<file path="src/rtl/store_lane_packer_pkg.sv">
// Shared types and constants for the store lane packer: size encodings,
// the all-lanes byte-enable and the layout of one buffered store entry.
package store_pkg;

    // Store access size as carried on st_size.
    typedef enum logic [1:0] {
        SZ_BYTE = 2'b00,
        SZ_HALF = 2'b01,
        SZ_WORD = 2'b10,
        SZ_ILL  = 2'b11
    } size_e;

    // All four byte lanes enabled (full-word store).
    localparam logic [3:0] BE_ALL = 4'b1111;

    // One packed store waiting for memory: word address, lane-replicated
    // data and per-lane byte enables.
    typedef struct packed {
        logic [31:0] addr;
        logic [31:0] wdata;
        logic [3:0]  be;
    } entry_t;

endpackage

</file>
<file path="src/rtl/store_lane_packer_if.sv">
// Bus bundle between the execute/memory stage (store request side), the
// data memory (head-entry side) and the exception logic (misalign report).
// master = the environment driving requests and memory ready,
// slave  = the packer itself.
interface store_lane_packer_if #(
    parameter int CNT_W = 2
);

    // Store request side
    logic              st_valid;
    logic              st_ready;
    logic [31:0]       st_addr;
    logic [31:0]       st_data;
    logic [1:0]        st_size;

    // Memory side
    logic              mem_valid;
    logic              mem_ready;
    logic [31:0]       mem_addr;
    logic [31:0]       mem_wdata;
    logic [3:0]        mem_be;

    // Exception report and status
    logic              misalign;
    logic [31:0]       misalign_addr;
    logic [CNT_W-1:0]  count;
    logic              empty;

    modport master (
        output st_valid, st_addr, st_data, st_size, mem_ready,
        input  st_ready, mem_valid, mem_addr, mem_wdata, mem_be,
        input  misalign, misalign_addr, count, empty
    );

    modport slave (
        input  st_valid, st_addr, st_data, st_size, mem_ready,
        output st_ready, mem_valid, mem_addr, mem_wdata, mem_be,
        output misalign, misalign_addr, count, empty
    );

endinterface

</file>
<file path="src/rtl/store_lane_packer_lane_map.sv">
// Combinational lane mapper: places the low byte / half / full register
// value onto the little-endian byte lanes of a 32-bit word, produces the
// matching byte enables and decides whether the access is aligned.
module store_lane_map
    import store_pkg::*;
(
    input  logic [1:0]  i_addr,
    input  logic [1:0]  i_size,
    input  logic [31:0] i_data,
    output logic [31:0] o_wdata,
    output logic [3:0]  o_be,
    output logic        o_legal
);

    // Replicate the source across lanes so the enabled lanes always carry
    // the right bytes regardless of offset; enables select the real target.
    always_comb begin
        o_wdata = i_data;
        o_be    = 4'b0000;
        o_legal = 1'b0;
        case (i_size)
            SZ_BYTE: begin
                o_wdata = {4{i_data[7:0]}};
                o_be    = 4'b0001 << i_addr;
                o_legal = 1'b1;
            end
            SZ_HALF: begin
                o_wdata = {2{i_data[15:0]}};
                o_be    = i_addr[1] ? 4'b1100 : 4'b0011;
                o_legal = ~i_addr[0];
            end
            SZ_WORD: begin
                o_wdata = i_data;
                o_be    = BE_ALL;
                o_legal = (i_addr == 2'b00);
            end
            default: begin
                o_wdata = i_data;
                o_be    = 4'b0000;
                o_legal = 1'b0;
            end
        endcase
    end

endmodule

</file>
<file path="src/rtl/store_lane_packer.sv">
// Store lane packer: packs SB/SH/SW requests into byte lanes, buffers up to
// DEPTH of them in program order in front of the data memory, and reports
// misaligned requests to the exception logic instead of enqueuing them.
// The mem_* outputs come from a dedicated head register so they hold steady
// through memory stalls and keep their last value once the buffer drains.
module store_lane_packer
    import store_pkg::*;
#(
    parameter int DEPTH = 2,
    parameter int CNT_W = 2
) (
    input  logic                clk,
    input  logic                rst,
    store_lane_packer_if.slave  bus
);

    localparam int              PTR_W    = (DEPTH > 1) ? $clog2(DEPTH) : 1;
    localparam logic [CNT_W-1:0] FULL_CNT = CNT_W'(DEPTH);

    // Storage and control state
    entry_t            r_mem [DEPTH];
    logic [PTR_W-1:0]  r_wptr;
    logic [PTR_W-1:0]  r_rptr;
    logic [CNT_W-1:0]  r_count;
    entry_t            r_head;
    logic              r_misalign;
    logic [31:0]       r_misalign_addr;

    // Request-side decode
    logic [31:0]       w_wdata;
    logic [3:0]        w_be;
    logic              w_legal;
    logic              w_st_ready;
    logic              w_accept;
    logic              w_push;
    logic              w_pop;
    entry_t            w_new_entry;

    // Next-state helpers
    logic [CNT_W-1:0]  w_count_after_pop;
    logic [CNT_W-1:0]  w_count_next;
    logic [PTR_W-1:0]  w_rptr_next;

    store_lane_map u_lane_map (
        .i_addr  (bus.st_addr[1:0]),
        .i_size  (bus.st_size),
        .i_data  (bus.st_data),
        .o_wdata (w_wdata),
        .o_be    (w_be),
        .o_legal (w_legal)
    );

    // Ready depends only on registered occupancy: a pop in the same cycle
    // does not open a slot until the next cycle, so mem_ready never reaches
    // st_ready combinationally.
    assign w_st_ready  = (r_count != FULL_CNT);
    assign w_accept    = bus.st_valid & w_st_ready;
    assign w_push      = w_accept & w_legal;
    assign w_pop       = (r_count != '0) & bus.mem_ready;
    assign w_new_entry = {bus.st_addr[31:2], 2'b00, w_wdata, w_be};

    assign w_count_after_pop = r_count - CNT_W'(w_pop);
    assign w_count_next      = w_count_after_pop + CNT_W'(w_push);
    assign w_rptr_next       = r_rptr + PTR_W'(w_pop);

    // Entry storage: written on every legal accepted store; contents are
    // only ever read while valid, so no reset is needed here.
    always_ff @(posedge clk) begin
        if (w_push) begin
            r_mem[r_wptr] <= w_new_entry;
        end
    end

    // Pointers and occupancy; pointers wrap naturally because DEPTH is a
    // power of two, full/empty are taken from the count alone.
    always_ff @(posedge clk) begin
        if (rst) begin
            r_wptr  <= '0;
            r_rptr  <= '0;
            r_count <= '0;
        end else begin
            if (w_push) begin
                r_wptr <= r_wptr + PTR_W'(1);
            end
            r_rptr  <= w_rptr_next;
            r_count <= w_count_next;
        end
    end

    // Head register: loads whatever will be at the front next cycle. When
    // the buffer is (or becomes) empty apart from the incoming store, the
    // store bypasses storage, since its slot is being written this very
    // edge. While stalled the same entry is reloaded, so outputs stay put;
    // once empty the register simply holds.
    always_ff @(posedge clk) begin
        if (rst) begin
            r_head <= '0;
        end else if (w_count_next != '0) begin
            if (w_push && (w_count_after_pop == '0)) begin
                r_head <= w_new_entry;
            end else begin
                r_head <= r_mem[w_rptr_next];
            end
        end
    end

    // Misalign report: one-cycle pulse per rejected request, address held
    // until the next rejection. Requests refused by st_ready are not judged.
    always_ff @(posedge clk) begin
        if (rst) begin
            r_misalign      <= 1'b0;
            r_misalign_addr <= '0;
        end else begin
            r_misalign <= w_accept & ~w_legal;
            if (w_accept && !w_legal) begin
                r_misalign_addr <= bus.st_addr;
            end
        end
    end

    assign bus.st_ready      = w_st_ready;
    assign bus.mem_valid     = (r_count != '0);
    assign bus.empty         = (r_count == '0);
    assign bus.count         = r_count;
    assign bus.mem_addr      = r_head.addr;
    assign bus.mem_wdata     = r_head.wdata;
    assign bus.mem_be        = r_head.be;
    assign bus.misalign      = r_misalign;
    assign bus.misalign_addr = r_misalign_addr;

endmodule

</file>
<file path="src/flat_wrapper.sv">
// flat-port wrapper written by rule: the top's interface ports become plain ports
module store_lane_packer_flat import store_pkg::*;
#(
    parameter int DEPTH = 2,
    parameter int CNT_W = 2
)
  (clk, rst, bus_st_valid, bus_st_addr, bus_st_data, bus_st_size, bus_mem_ready, bus_st_ready, bus_mem_valid, bus_mem_addr, bus_mem_wdata, bus_mem_be, bus_misalign, bus_misalign_addr, bus_count, bus_empty);
  store_lane_packer_if #(.CNT_W(CNT_W)) bus_i ();
  input  logic clk;
  input  logic rst;
  input wire logic [$bits(bus_i.st_valid)-1:0] bus_st_valid;
  input wire logic [$bits(bus_i.st_addr)-1:0] bus_st_addr;
  input wire logic [$bits(bus_i.st_data)-1:0] bus_st_data;
  input wire logic [$bits(bus_i.st_size)-1:0] bus_st_size;
  input wire logic [$bits(bus_i.mem_ready)-1:0] bus_mem_ready;
  output wire logic [$bits(bus_i.st_ready)-1:0] bus_st_ready;
  output wire logic [$bits(bus_i.mem_valid)-1:0] bus_mem_valid;
  output wire logic [$bits(bus_i.mem_addr)-1:0] bus_mem_addr;
  output wire logic [$bits(bus_i.mem_wdata)-1:0] bus_mem_wdata;
  output wire logic [$bits(bus_i.mem_be)-1:0] bus_mem_be;
  output wire logic [$bits(bus_i.misalign)-1:0] bus_misalign;
  output wire logic [$bits(bus_i.misalign_addr)-1:0] bus_misalign_addr;
  output wire logic [$bits(bus_i.count)-1:0] bus_count;
  output wire logic [$bits(bus_i.empty)-1:0] bus_empty;
  assign bus_i.st_valid = bus_st_valid;
  assign bus_i.st_addr = bus_st_addr;
  assign bus_i.st_data = bus_st_data;
  assign bus_i.st_size = bus_st_size;
  assign bus_i.mem_ready = bus_mem_ready;
  assign bus_st_ready = bus_i.st_ready;
  assign bus_mem_valid = bus_i.mem_valid;
  assign bus_mem_addr = bus_i.mem_addr;
  assign bus_mem_wdata = bus_i.mem_wdata;
  assign bus_mem_be = bus_i.mem_be;
  assign bus_misalign = bus_i.misalign;
  assign bus_misalign_addr = bus_i.misalign_addr;
  assign bus_count = bus_i.count;
  assign bus_empty = bus_i.empty;
  store_lane_packer #(.DEPTH(DEPTH), .CNT_W(CNT_W)) u_core (.clk(clk), .rst(rst), .bus(bus_i));
endmodule
</file>
<file path="config.mk">
export PLATFORM = sky130hd
export DESIGN_NAME = store_lane_packer_flat
export DESIGN_NICKNAME = d
export VERILOG_FILES = /design/src/rtl/store_lane_packer_pkg.sv /design/src/rtl/store_lane_packer_if.sv /design/src/rtl/store_lane_packer_lane_map.sv /design/src/rtl/store_lane_packer.sv /design/src/flat_wrapper.sv
export SDC_FILE = /design/constraint.sdc
export NUM_CORES = 1
export LEC_CHECK = 0
export BUFFER_PORTS_ARGS = -buffer_cell sky130_fd_sc_hd__buf_4
export CAP_MARGIN = 20
export CORE_ASPECT_RATIO = 0.8
export CORE_UTILIZATION = 50
export CTS_CLUSTER_SIZE = 8
export DETAILED_ROUTE_END_ITERATION = 6
export PLACE_DENSITY = 0.79
export SLEW_MARGIN = 20
export SYNTH_ARGS = -nofsm -noshare
export SYNTH_HDL_FRONTEND = slang
export SYNTH_SLANG_ARGS = --single-unit
</file>
<file path="constraint.sdc">
create_clock -name clk -period 3.9 [get_ports clk]
set_input_delay 0 -clock clk [delete_from_list [all_inputs] [get_ports clk]]
set_output_delay 0 -clock clk [all_outputs]
set_load 0.02 [all_outputs]
</file>
==> results.md, run 1 <==
* Largest net degree at the start of global routing at 58
* First-pass GRT wire length at 37.0 mm
* Die Footprint at 19,400 um2
* WL met3 at 1.68 mm
* Starting Density at 0.515
* Post-Synth Adder-Cell Area at 0.00133
* CTS HTree Levels at 2
* Relative slew slack at 0.379
* Largest family of logic cells by synthesized area: compound AO/OA/AOI/OAI gates
* Yosys warnings at 0
* GRT Residual Overflow at 0
* Register-to-Register Path Depth at 7
* Drt wl/cell at 18.3 um
* Yosys reg bits at 235
* # rows at 44
* Tmin final at 2920 ps
* Required time worst endpoint at 4210 ps
* Final setup TNS at 0 ps
* Final hold vios at 0
* Worst R2R End: u_core.bus.mem_addr[5]$_SDFFE_PP0P_
* Tot GR Track Use at 0.247
* IO Count at 176
* Via count at 7,045
* Worst-margin pin slew at 932 ps
* Mux cell area share after synthesis at 0.0393
* Syn Std Cell Area at 9420 um2
* Clock Tree Root: clkbuf_16
* Clock tree buffer depth at 3
* Clk sink count at 235
* CP Launch Type: register
* Startpoint of the worst register-to-register path: u_core.bus.count[1]$_SDFF_PP0_
* Top area cells in the synthesized netlist: edfxtp_1, dfxtp_1, nand2_1, a211oi_1, nor2b_1
* Met1 Wirelength at 10.4 mm
* Mapped Cells at 800
* Vias in the first global route at 7,022
* R2r setup slk at 980 ps
* Worst-skew pair later-pin latency at 490 ps
* Die X at 155 um
* Area leader, netlist: edfxtp_1
* # diodes at 0
* Top routing layer in use: met4
* Max FO, Critical Path at 57
* Ys async rst share at 0
* Status: finished, final reports clean
* Crit Path Class: register to register
* Fmax at 0.343 GHz
* Hold WC Path Type: primary input to register
* Final setup fails at 0
* Yosys cell types at 36
* Pins Over Slew Limit at 0
* CP Capture Type: register
* RSZ-0062 raised after global routing: false
* Ys flop type: edfxtp_1
* Hold Path Depth at 2
* DR WL met2 at 11.2 mm
* Initial DRC count at 585
* CTS tree: yes
* Filler instances at 1,305
* Fraction of final layout cells sized beyond drive strength 1 at 0.268
* Synth Area in XOR/XNOR at 0.00439
* Crit path arrival time at 3230 ps
* Hold_sp: bus_st_size[0]
* Share of the synthesized area in the top cell type at 0.421
* Hold Path End: u_core.r_mem[0][2]$_DFFE_PP_
* Hpwl dp at 14.0 mm
* Mean Syn Cell Area at 11.8 um2
* Routed WL at 23.8 mm
* Reg clk slew, reported paths at 50 ps
* Residual DRC count at 0
* Simple-gate share of the synthesized area at 0.140
* Skew final at 11.1 ps
* Leakage power at 4.80 nW
* CTS resizes at 0
* Register area share after synthesis at 0.640
* Antenna violations before repair at 0
* Max cap viols at 0
* Area Overhead vs Synth at 34.0%
* Area of the core at 18,300 um2
* Fin crit share at 0.748
* Area fraction in compound gates after synthesis at 0.145
* Initial DRT Pass Iterations at 6
* CTS buffer count at 35
* Antenna-violating nets left at 0
* P per Cell Area at 707 nW/um2
* Max IR drop VDD at 0.475 mV
* Gpl congestion at 0.758
* Port-buffer cells at 173
* Final net count at 1,100
* DR vias/cell at 5.40
* Post-synth EDFFs at 132
* DIE HEIGHT at 125 um
* Overall power at 8.92 mW
[sequential cells by signal, indices dropped and copies added (netlist names)]
register                  cells
u_core.bus.mem_addr          30
u_core.bus.misalign           1
u_core.r_mem                132
u_core.bus.mem_be             4
u_core.r_rptr                 1
u_core.bus.misalign_addr     32
u_core.r_wptr                 1
u_core.bus.count              2
u_core.bus.mem_wdata         32
[power by group]
part	total (mW)	switching [mW]	internal, mW
sequential	3.20	0.190	3.01
combinational	2.97	1.82	1.15
clock	2.75	1.01	1.74
total	8.92	3.02	5.90
[cell usage after synthesis (4+ instances only)]
library cell and number:
or3_1 9, o21ai_0 9, o31ai_1 27, edfxtp_1 132, nor2_1 68, buf_6 4
buf_2 7, a32o_1 9, nand2_1 140, nor2b_1 60, a21oi_1 34, clkbuf_1 44
dfxtp_1 103, o31ai_2 30, a211oi_1 57, mux2i_1 19, mux2_2 16
[cell usage in the layout, fill, tap and decap left out, types with 2 or more instances in the layout]
master	instances
clkbuf_16	37
inv_1	3
a32o_1	9
nor2_4	3
a211oi_1	57
or3_1	9
mux2i_1	18
nor2_1	65
conb_1	2
o31ai_1	27
o21a_1	3
buf_12	4
buf_4	181
o31ai_2	30
nand2b_1	3
mux2_2	16
nand2_1	140
dfxtp_1	103
clkbuf_1	22
o21ai_0	9
nor2b_1	60
edfxtp_1	132
a21oi_1	34
dlygate4sd3_1	65
nor3_1	3
nor3_2	2
[layer usage]
metal	up-vias	track usage
li1	3336	-
met1	3409	0.324
met2	255	0.398
met3	45	0.0505
met4	0	0.103
met5	-	0.00529
[cell type report]
class                      instances  area (um2)  area share
clock buffer                      59        1010      0.0799
tap                              253         317      0.0251
sequential                       235        6030       0.478
clock inverter                     1        7.51    0.000595
multi-input combinational        504        3160       0.250
inverter                           3        11.3    0.000892
timing repair buffer             250        2090       0.166
[how the worst max path moves through the flow]
stage / slack, ps / from / cells after the start / to
floorplan: -560 / u_core.bus.count[0]$_SDFF_PP0_ / 4 / u_core.r_mem[0][0]$_DFFE_PP_
global placement: 1000 / u_core.bus.count[1]$_SDFF_PP0_ / 8 / u_core.bus.mem_addr[21]$_SDFFE_PP0P_
detailed placement: 900 / u_core.bus.count[1]$_SDFF_PP0_ / 8 / u_core.bus.mem_wdata[8]$_SDFFE_PP0P_
CTS: 830 / u_core.bus.count[1]$_SDFF_PP0_ / 8 / u_core.bus.mem_addr[16]$_SDFFE_PP0P_
global route: 810 / u_core.bus.count[1]$_SDFF_PP0_ / 7 / u_core.bus.mem_addr[5]$_SDFFE_PP0P_
finish: 980 / u_core.bus.count[1]$_SDFF_PP0_ / 7 / u_core.bus.mem_addr[5]$_SDFFE_PP0P_
[metrics by stage]
stage / util / worst slack [ps] / std cells / instance area [um2] / hold WS, ps
floorplan: - / -560 / 801 / 9420 / 98.9
global placement: 0.599 / 996 / 1180 / 10900 / 209
detailed placement: 0.599 / 896 / 1180 / 10900 / 210
CTS: 0.690 / 829 / 1305 / 12600 / 85.2
global route: 0.690 / 812 / 1305 / 12600 / 138
finish: 0.690 / 982 / 1305 / 12600 / 113
[critical path, cell delays in order (launching register included)]
cell	delay, ps
dfxtp_1	360
o21a_1	270
ha_1	230
xnor2_2	250
nand2_1	280
nor2b_1	250
or3_4	770
o31ai_1	280
[timing repair]
item | CTS | global route
hold endpoints to repair | 202 | 0
hold buffers | 65 | 0
buffers inserted | 0 | 0
endpoints found under the setup margin | 0 | 0
[cell families after synthesis]
family,Yosys count
flip-flops,235
multiplexers,35
adder cells (fa/ha/maj),1
buffers and inverters,62
XOR/XNOR,3
AND/OR/NAND/NOR,292
other,1
AO/OA/AOI/OAI,171
Note: power is estimated with default switching activity, not from simulation.
==> run 2: changes to the inputs <==
Settings changed: ABC_AREA set to 1, PLACE_DENSITY 0.79 to 0.75.
Clock period 3.9 ns to 2.9 ns, I/O delays scaled along.
==> run 2 against run 1 <==
Net effect: critical path depth rose by 5; via count rose by 28%; sequential share of layout area fell by 3.2 points; synthesized area rose by 11%; final cell count rose by 31%; routed wire length rose by 23%; clock power rose by 36%; first-iteration DRC count rose by 22%; sequential power rose by 38%; non-clock buffer count rose by 11; combinational power rose by 120%; critical path type unchanged; critical endpoint is now u_core.bus.mem_be[3]$_SDFFE_PP0P_; largest power group is now combinational logic.
==> results.md, run 2 <==
* Clock power frac at 0.256 (-0.052)
* GRT Residual Overflow at 0 (unchanged)
* Antenna-violating nets left at 0 (unchanged)
* Skew final at 7.60 ps (-3.48 ps)
* Post-Synth Adder-Cell Area at 0.00120 (-0.000127)
* Yosys warnings at 0 (unchanged)
* Max cap viols at 0 (unchanged)
* Tot GR Track Use at 0.276 (+0.0296)
* Die Footprint at 21,400 um2 (+10%)
* Filler instances at 1,583 (+21%)
* CP Capture Type: register
* Die X at 163 um (+5.1%)
* Reg clk slew, reported paths at 50 ps (about the same)
* Area of the multi-input gates at 3890 um2 (+23%)
* Most frequent cell after synthesis: nand2_1
* First-pass GRT wire length at 45.5 mm (+23%)
* Hpwl dp at 17.0 mm (+22%)
* Initial DRC count at 712 (+22%)
* Post-CTS setup buffer count at 0 (unchanged)
* CP Launch Type: register
* Final net count at 1,494 (+36%)
* Ys async rst share at 0 (unchanged)
* Hold WC Path Type: primary input to register
* Crit path arrival time at 2980 ps (-250 ps)
* FF/Latch Area at 6030 um2 (unchanged)
* Initial DRT Pass Iterations at 6 (unchanged)
* IO Count at 176 (unchanged)
* Mux cell area share after synthesis at 0 (-0.0393)
* Largest register by flop count: u_core.r_mem
* Most frequent cells after synthesis: nand2_1, nor2_1, edfxtp_1, dfxtp_1, nand3_1
* Worst-margin pin slew at 809 ps (-123 ps)
* # rows at 46 (+4.5%)
* Syn Std Cell Area at 10,400 um2 (+11%)
* Drt wl/cell at 17.1 um (-6.4%)
* P_int at 8.60 mW (+46%)
* Routed WL at 29.3 mm (+23%)
* Residual DRC count at 0 (unchanged)
* Top area cells in the synthesized netlist: edfxtp_1, dfxtp_1, nand2_1, nor2_1, nand3_1
* Largest net degree at the start of global routing at 68 (+17%)
* Tmin final at 2590 ps (-323 ps)
* Clock tree buffer depth at 3 (unchanged)
* Clock Tree Root: clkbuf_16
* Max IR drop VDD at 1.00 mV (+110%)
* CTS HTree Levels at 2 (unchanged)
* Commonest non-fill, non-tap cells in the layout: nand2_1, buf_4, nor2_1, edfxtp_1, dfxtp_1
* Fin crit share at 0.895 (+0.146)
* Comb pwr share at 0.442 (+0.109)
* Area Overhead vs Synth at 30.0%
* Antenna violations before repair at 2 (+2)
* Final setup TNS at 0 ps (unchanged)
* Share of the synthesized area in the top cell type at 0.381 (-0.0403)
* Required time worst endpoint at 3290 ps (-920 ps)
* Post-Layout Cell Count at 1,712 (+31%)
* CTS buffer count at 35 (unchanged)
* Register area share after synthesis at 0.579 (-0.0612)
* Ys flop type: edfxtp_1
* Hold_ws at 41.1 ps (-72.3 ps)
* Yosys reg bits at 235 (unchanged)
* Mean Syn Cell Area at 8.69 um2 (-26%)
* Fraction of final layout cells sized beyond drive strength 1 at 0.202 (-0.0661)
* Mapped Cells at 1,198 (+50%)
* Sequential share of power at 0.302 (-0.057)
* Most common cell after layout, fill and taps aside: nand2_1
* Number of flip-flops in the largest register at 132 (unchanged)
* RSZ-0062 raised after global routing: false
* Via count at 8,985 (+28%)
* Post-DP Area at 11,800 um2 (+8.2%)
* CTS resizes at 0 (unchanged)
* Design Area, Final at 13,500 um2 (+7.3%)
* Gpl congestion at 0.793 (+4.6%)
* Area fraction in compound gates after synthesis at 0.0250 (-0.120)
* Port-buffer cells at 173 (unchanged)
* Pins Over Slew Limit at 0 (unchanged)
* Relative slew slack at 0.459 (+0.0802)
* Worst-skew pair later-pin latency at 490 ps (about the same)
* CTS tree: yes
* Placed cells at 1,583 (+34%)
* Vias in the first global route at 8,560 (+22%)
* Area of the core at 20,100 um2 (+9.9%)
* Max FO, Critical Path at 67 (+18%)
* Simple-gate share of the synthesized area at 0.344 (+0.204)
* Fmax at 0.385 GHz (+12%)
* P per Cell Area at 1080 nW/um2 (+52%)
* DR vias/cell at 5.25 (-2.8%)
* Yosys cell types at 28 (-22%)
* Post-CTS Hold Fix Bufs at 67 (+3.1%)
* Post-synth EDFFs at 132 (unchanged)
* DIE HEIGHT at 131 um (+5.1%)
* Starting Density at 0.518 (+0.00318)
* Overall power at 14.6 mW (+63%)
* Final hold vios at 0 (unchanged)
* Switching share of power at 0.409 (+0.0709)
* Clk sink count at 235 (unchanged)
* Largest family of logic cells by synthesized area: simple AND/OR/NAND/NOR gates
* Leakage power at 6.12 nW (+27%)
* Synth Area in XOR/XNOR at 0 (-0.00439)
* Status: finished, final reports clean
* Crit Path Class: register to register
* Final setup fails at 0 (unchanged)
* Area leader, netlist: edfxtp_1
* P_sw at 5.96 mW (+97%)
==> run 2: per-layer routing <==
| metal | global-route usage | vias up | part of all wire |
|---|---|---|---|
| met4 | 0.0896 | 0 | 0.023 |
| met2 | 0.445 | 417 | 0.46 |
| li1 | - | 4344 | - |
| met5 | 0 | - | 0 |
| met3 | 0.0550 | 52 | 0.085 |
| met1 | 0.377 | 4172 | 0.43 |
==> run 2: cell type report <==
| cell class | count | area share |
|---|---|---|
| clock buffer | 59 | 0.0745 |
| clock inverter | 1 | 0.000555 |
| multi-input combinational | 873 | 0.287 |
| timing repair buffer | 261 | 0.163 |
| inverter | 17 | 0.00490 |
| sequential | 235 | 0.445 |
| tap | 264 | 0.0244 |
| antenna | 2 | 0.000370 |
==> run 2: worst paths after layout <==
check	start	endpoint	slack, ps	cells past startpoint
setup / recovery	u_core.bus.count[0]$_SDFF_PP0_	u_core.bus.mem_be[3]$_SDFFE_PP0P_	310	12
setup reg to reg	u_core.bus.count[0]$_SDFF_PP0_	u_core.bus.mem_be[3]$_SDFFE_PP0P_	310	12
hold / removal	bus_st_size[0]	u_core.r_wptr$_SDFFE_PP0P_	40	4
hold reg to reg	u_core.bus.misalign_addr[16]$_SDFFE_PP0P_	u_core.bus.misalign_addr[16]$_SDFFE_PP0P_	480	2
==> run 2: cells by family (layout without fill, tap and decap cells) <==
| family | after synthesis | in the layout |
|---|---|---|
| buffers and inverters | 91 | 338 |
| DFF | 235 | 235 |
| and+or+nand+nor | 820 | 820 |
| adders and majority gates | 1 | 1 |
| other | 1 | 4 |
| AOI/OAI and AO/OA | 50 | 50 |
==> run 2: stage by stage <==
stage / utilization / worst slack, ps
after CTS: 0.674 / 309
after global routing: 0.674 / 2.58
after detailed placement: 0.590 / 368
final: 0.674 / 305
after global placement: 0.590 / 490
after floorplan: - / -229
==> run 2: power by group through the flow <==
stage | Combinational [mW] | Clock [mW] | Sequential (mW)
after floorplan | 4.09 | 0 | 4.90
after global placement | 6.17 | 0 | 4.45
after detailed placement | 6.27 | 0 | 4.45
after CTS | 6.40 | 3.77 | 4.40
after global routing | 7.09 | 3.90 | 4.46
final | 6.44 | 3.73 | 4.40
==> run 2: worst max-delay path, stage by stage, from the launching register on <==
cell,delay (ps)
dfxtp_1,310
inv_1,130
nand2_2,120
nand2_1,140
inv_1,60
ha_1,300
inv_1,160
nand4_1,160
nand2_2,140
buf_4,620
nand3b_1,180
nand2_1,110
nor2_1,50
==> run 3: changes to the inputs <==
Settings changed: CORE_ASPECT_RATIO 0.8 to unset.
==> run 3 against run 2 <==
Net effect: combinational power decreased by 1%; non-clock buffer count grew 2; critical path type unchanged; setup slack about the same; first-iteration DRC count decreased by 16%.
==> results.md, run 3 (synthesized netlist as in run 2, its figures left out) <==
* Antenna-violating nets left at 0 (unchanged)
* Design Area, Final at 13,500 um2 (about the same)
* # diodes at 0 (-2)
* Vias in the first global route at 8,646 (+1.0%)
* Placed cells at 1,592 (+0.57%)
* Worst-skew pair later-pin latency at 500 ps (about the same)
* Port-buffer cells at 173 (unchanged)
* Die X at 146 um (-10%)
* Largest net degree at the start of global routing at 68 (unchanged)
* Residual DRC count at 0 (unchanged)
* Clock Tree Root: clkbuf_16
* CTS HTree Levels at 2 (unchanged)
* P per Cell Area at 1070 nW/um2 (-0.45%)
* Final hold vios at 0 (unchanged)
* Hold Path Depth at 4 (unchanged)
* CTS tree: yes
* CP Launch Type: register
* DIE HEIGHT at 146 um (+12%)
* Antenna violations before repair at 0 (-2)
* CP Capture Type: register
* Commonest non-fill, non-tap cells in the layout: nand2_1, buf_4, nor2_1, edfxtp_1, dfxtp_1
* # rows at 52 (+13%)
* Final setup TNS at 0 ps (unchanged)
* Reg clk slew, reported paths at 50 ps (about the same)
* Starting Density at 0.513 (-0.00543)
* Top delay family on crit path: buffers and inverters
* Pins Over Slew Limit at 0 (unchanged)
* First-pass GRT wire length at 44.5 mm (-2.2%)
* Status: finished, final reports clean
* Relative slew slack at 0.455 (-0.00362)
* Crit path cell chain: inv_1, nand2_2, nand2_1, inv_1, ha_1, inv_1, nand4_1, nand2_2, buf_4, nand3b_1, nand2_1, nor2_1
* Max cap viols at 0 (unchanged)
* Area Overhead vs Synth at 29.9% (about the same)
* Crit path arrival time at 2970 ps (about the same)
* Worst-margin pin slew at 817 ps (+8.42 ps)
* Crit path depth at 12 (unchanged)
* Drt wl/cell at 16.3 um (-4.6%)
* Skew final at 11.8 ps (+4.20 ps)
* Hold Path End: u_core.r_wptr$_SDFFE_PP0P_
* Hold_ws at 32.0 ps (-9.08 ps)
* Final net count at 1,496 (+0.13%)
* Fmax at 0.385 GHz (about the same)
* Hpwl dp at 16.6 mm (-2.7%)
* RSZ-0062 raised after global routing: false
* Hold WC Path Type: primary input to register
* Most common cell after layout, fill and taps aside: nand2_1
* Leakage power at 6.12 nW (about the same)
* Hold_sp: bus_st_size[0]
* Die Footprint at 21,400 um2 (about the same)
* Gpl congestion at 0.781 (-1.5%)
* Crit Path Class: register to register
* Fin crit share at 0.895 (about the same)
* R2r setup slk at 310 ps (about the same)
* Area of the core at 20,300 um2 (+1.1%)
* Tmin final at 2590 ps (+0.0780 ps)
* Initial DRC count at 599 (-16%)
* IO Count at 176 (unchanged)
* Fraction of final layout cells sized beyond drive strength 1 at 0.203 (+0.00137)
* Clk sink count at 235 (unchanged)
* CTS buffer count at 35 (unchanged)
* Clock tree buffer depth at 3 (unchanged)
* Number of flip-flops in the largest register at 132 (unchanged)
* Largest register by flop count: u_core.r_mem
* GRT Residual Overflow at 0 (unchanged)
* Cell mode on critical path: inv_1
* Required time worst endpoint at 3280 ps (about the same)
* Max IR drop VDD at 0.689 mV (-31%)
* Post-CTS Hold Fix Bufs at 66 (-1.5%)
* Register-to-Register Path Depth at 12 (unchanged)
* Via count at 8,928 (-0.63%)
* Initial DRT Pass Iterations at 5 (-1)
* Worst R2R End: u_core.bus.mem_addr[13]$_SDFFE_PP0P_
* CTS resizes at 0 (unchanged)
* Startpoint of the worst register-to-register path: u_core.bus.count[0]$_SDFF_PP0_
* Worst path slowest cell: buf_4
* Max FO, Critical Path at 67 (unchanged)
* Routed WL at 28.1 mm (-4.1%)
* Tot GR Track Use at 0.261 (-0.0152)
* Final setup fails at 0 (unchanged)
* Post-CTS setup buffer count at 0 (unchanged)
* Crit-path max cell delay at 640 ps (+20 ps)
* CP bufs+invs at 4 (unchanged)
* Post-DP Area at 11,800 um2 (about the same)
* DR vias/cell at 5.19 (-1.2%)
* Post-Layout Cell Count at 1,721 (+0.53%)
[run 3: cell types whose count changed in the layout (fill, tap and decap cells not counted), sizes merged]
cell / delta
clkbuf: +3
buf: +3
diode: -2
dlygate4sd3: -1
[run 3: worst max path at each step]
| stage | startpoint | to | slack [ps] |
|---|---|---|---|
| finish | u_core.bus.count[0]$_SDFF_PP0_ | u_core.bus.mem_addr[13]$_SDFFE_PP0P_ | 310 |
| global route | u_core.bus.count[0]$_SDFF_PP0_ | u_core.bus.mem_addr[19]$_SDFFE_PP0P_ | 100 |
| CTS | u_core.bus.count[0]$_SDFF_PP0_ | u_core.bus.mem_addr[13]$_SDFFE_PP0P_ | 320 |
| detailed placement | u_core.bus.count[0]$_SDFF_PP0_ | u_core.bus.mem_wdata[12]$_SDFFE_PP0P_ | 360 |
| global placement | u_core.bus.count[0]$_SDFF_PP0_ | u_core.bus.mem_addr[16]$_SDFFE_PP0P_ | 470 |
| floorplan | u_core.bus.count[0]$_SDFF_PP0_ | u_core.r_mem[0][0]$_DFFE_PP_ | -230 |
[run 3: final cells by class]
| cell class | instances | area [um2] |
|---|---|---|
| fill | 1640 | 6780 |
| sequential | 235 | 6030 |
| multi-input combinational | 873 | 3890 |
| timing repair buffer | 263 | 2180 |
| clock buffer | 62 | 1020 |
| tap | 270 | 338 |
| inverter | 17 | 66.3 |
| clock inverter | 1 | 7.51 |
[run 3: worst register-to-register path: cells and delay by family (launching register included)]
family / cells / cell delay [ps]
AND/OR/NAND/NOR: 7 / 890
buffers and inverters: 4 / 1000
adder cells (fa/ha/maj): 1 / 290
flip-flops: 1 / 300
[run 3: report_power, final]
| part | switching (mW) | internal (mW) |
|---|---|---|
| sequential | 0.272 | 4.11 |
| combinational | 4.19 | 2.16 |
| clock | 1.39 | 2.36 |
| total | 5.86 | 8.63 |
[run 3: layer usage]
metal	vias to the layer above	global-route usage	routed length, um	part of all wire
met5	-	0	0	0
met4	0	0.0896	625	0.022
met3	49	0.0438	2010	0.072
met2	346	0.441	13600	0.48
met1	4183	0.341	11800	0.42
li1	4350	-	-	-
[run 3: metrics by stage]
stage           util  worst slack [ps]  power (mW)
3_3_place_gp   0.583               472        10.6
2_1_floorplan      -              -229        8.99
6_report       0.666               305        14.5
3_5_place_dp   0.583               359        10.7
5_1_grt        0.666               102        15.4
4_1_cts        0.666               323        14.5
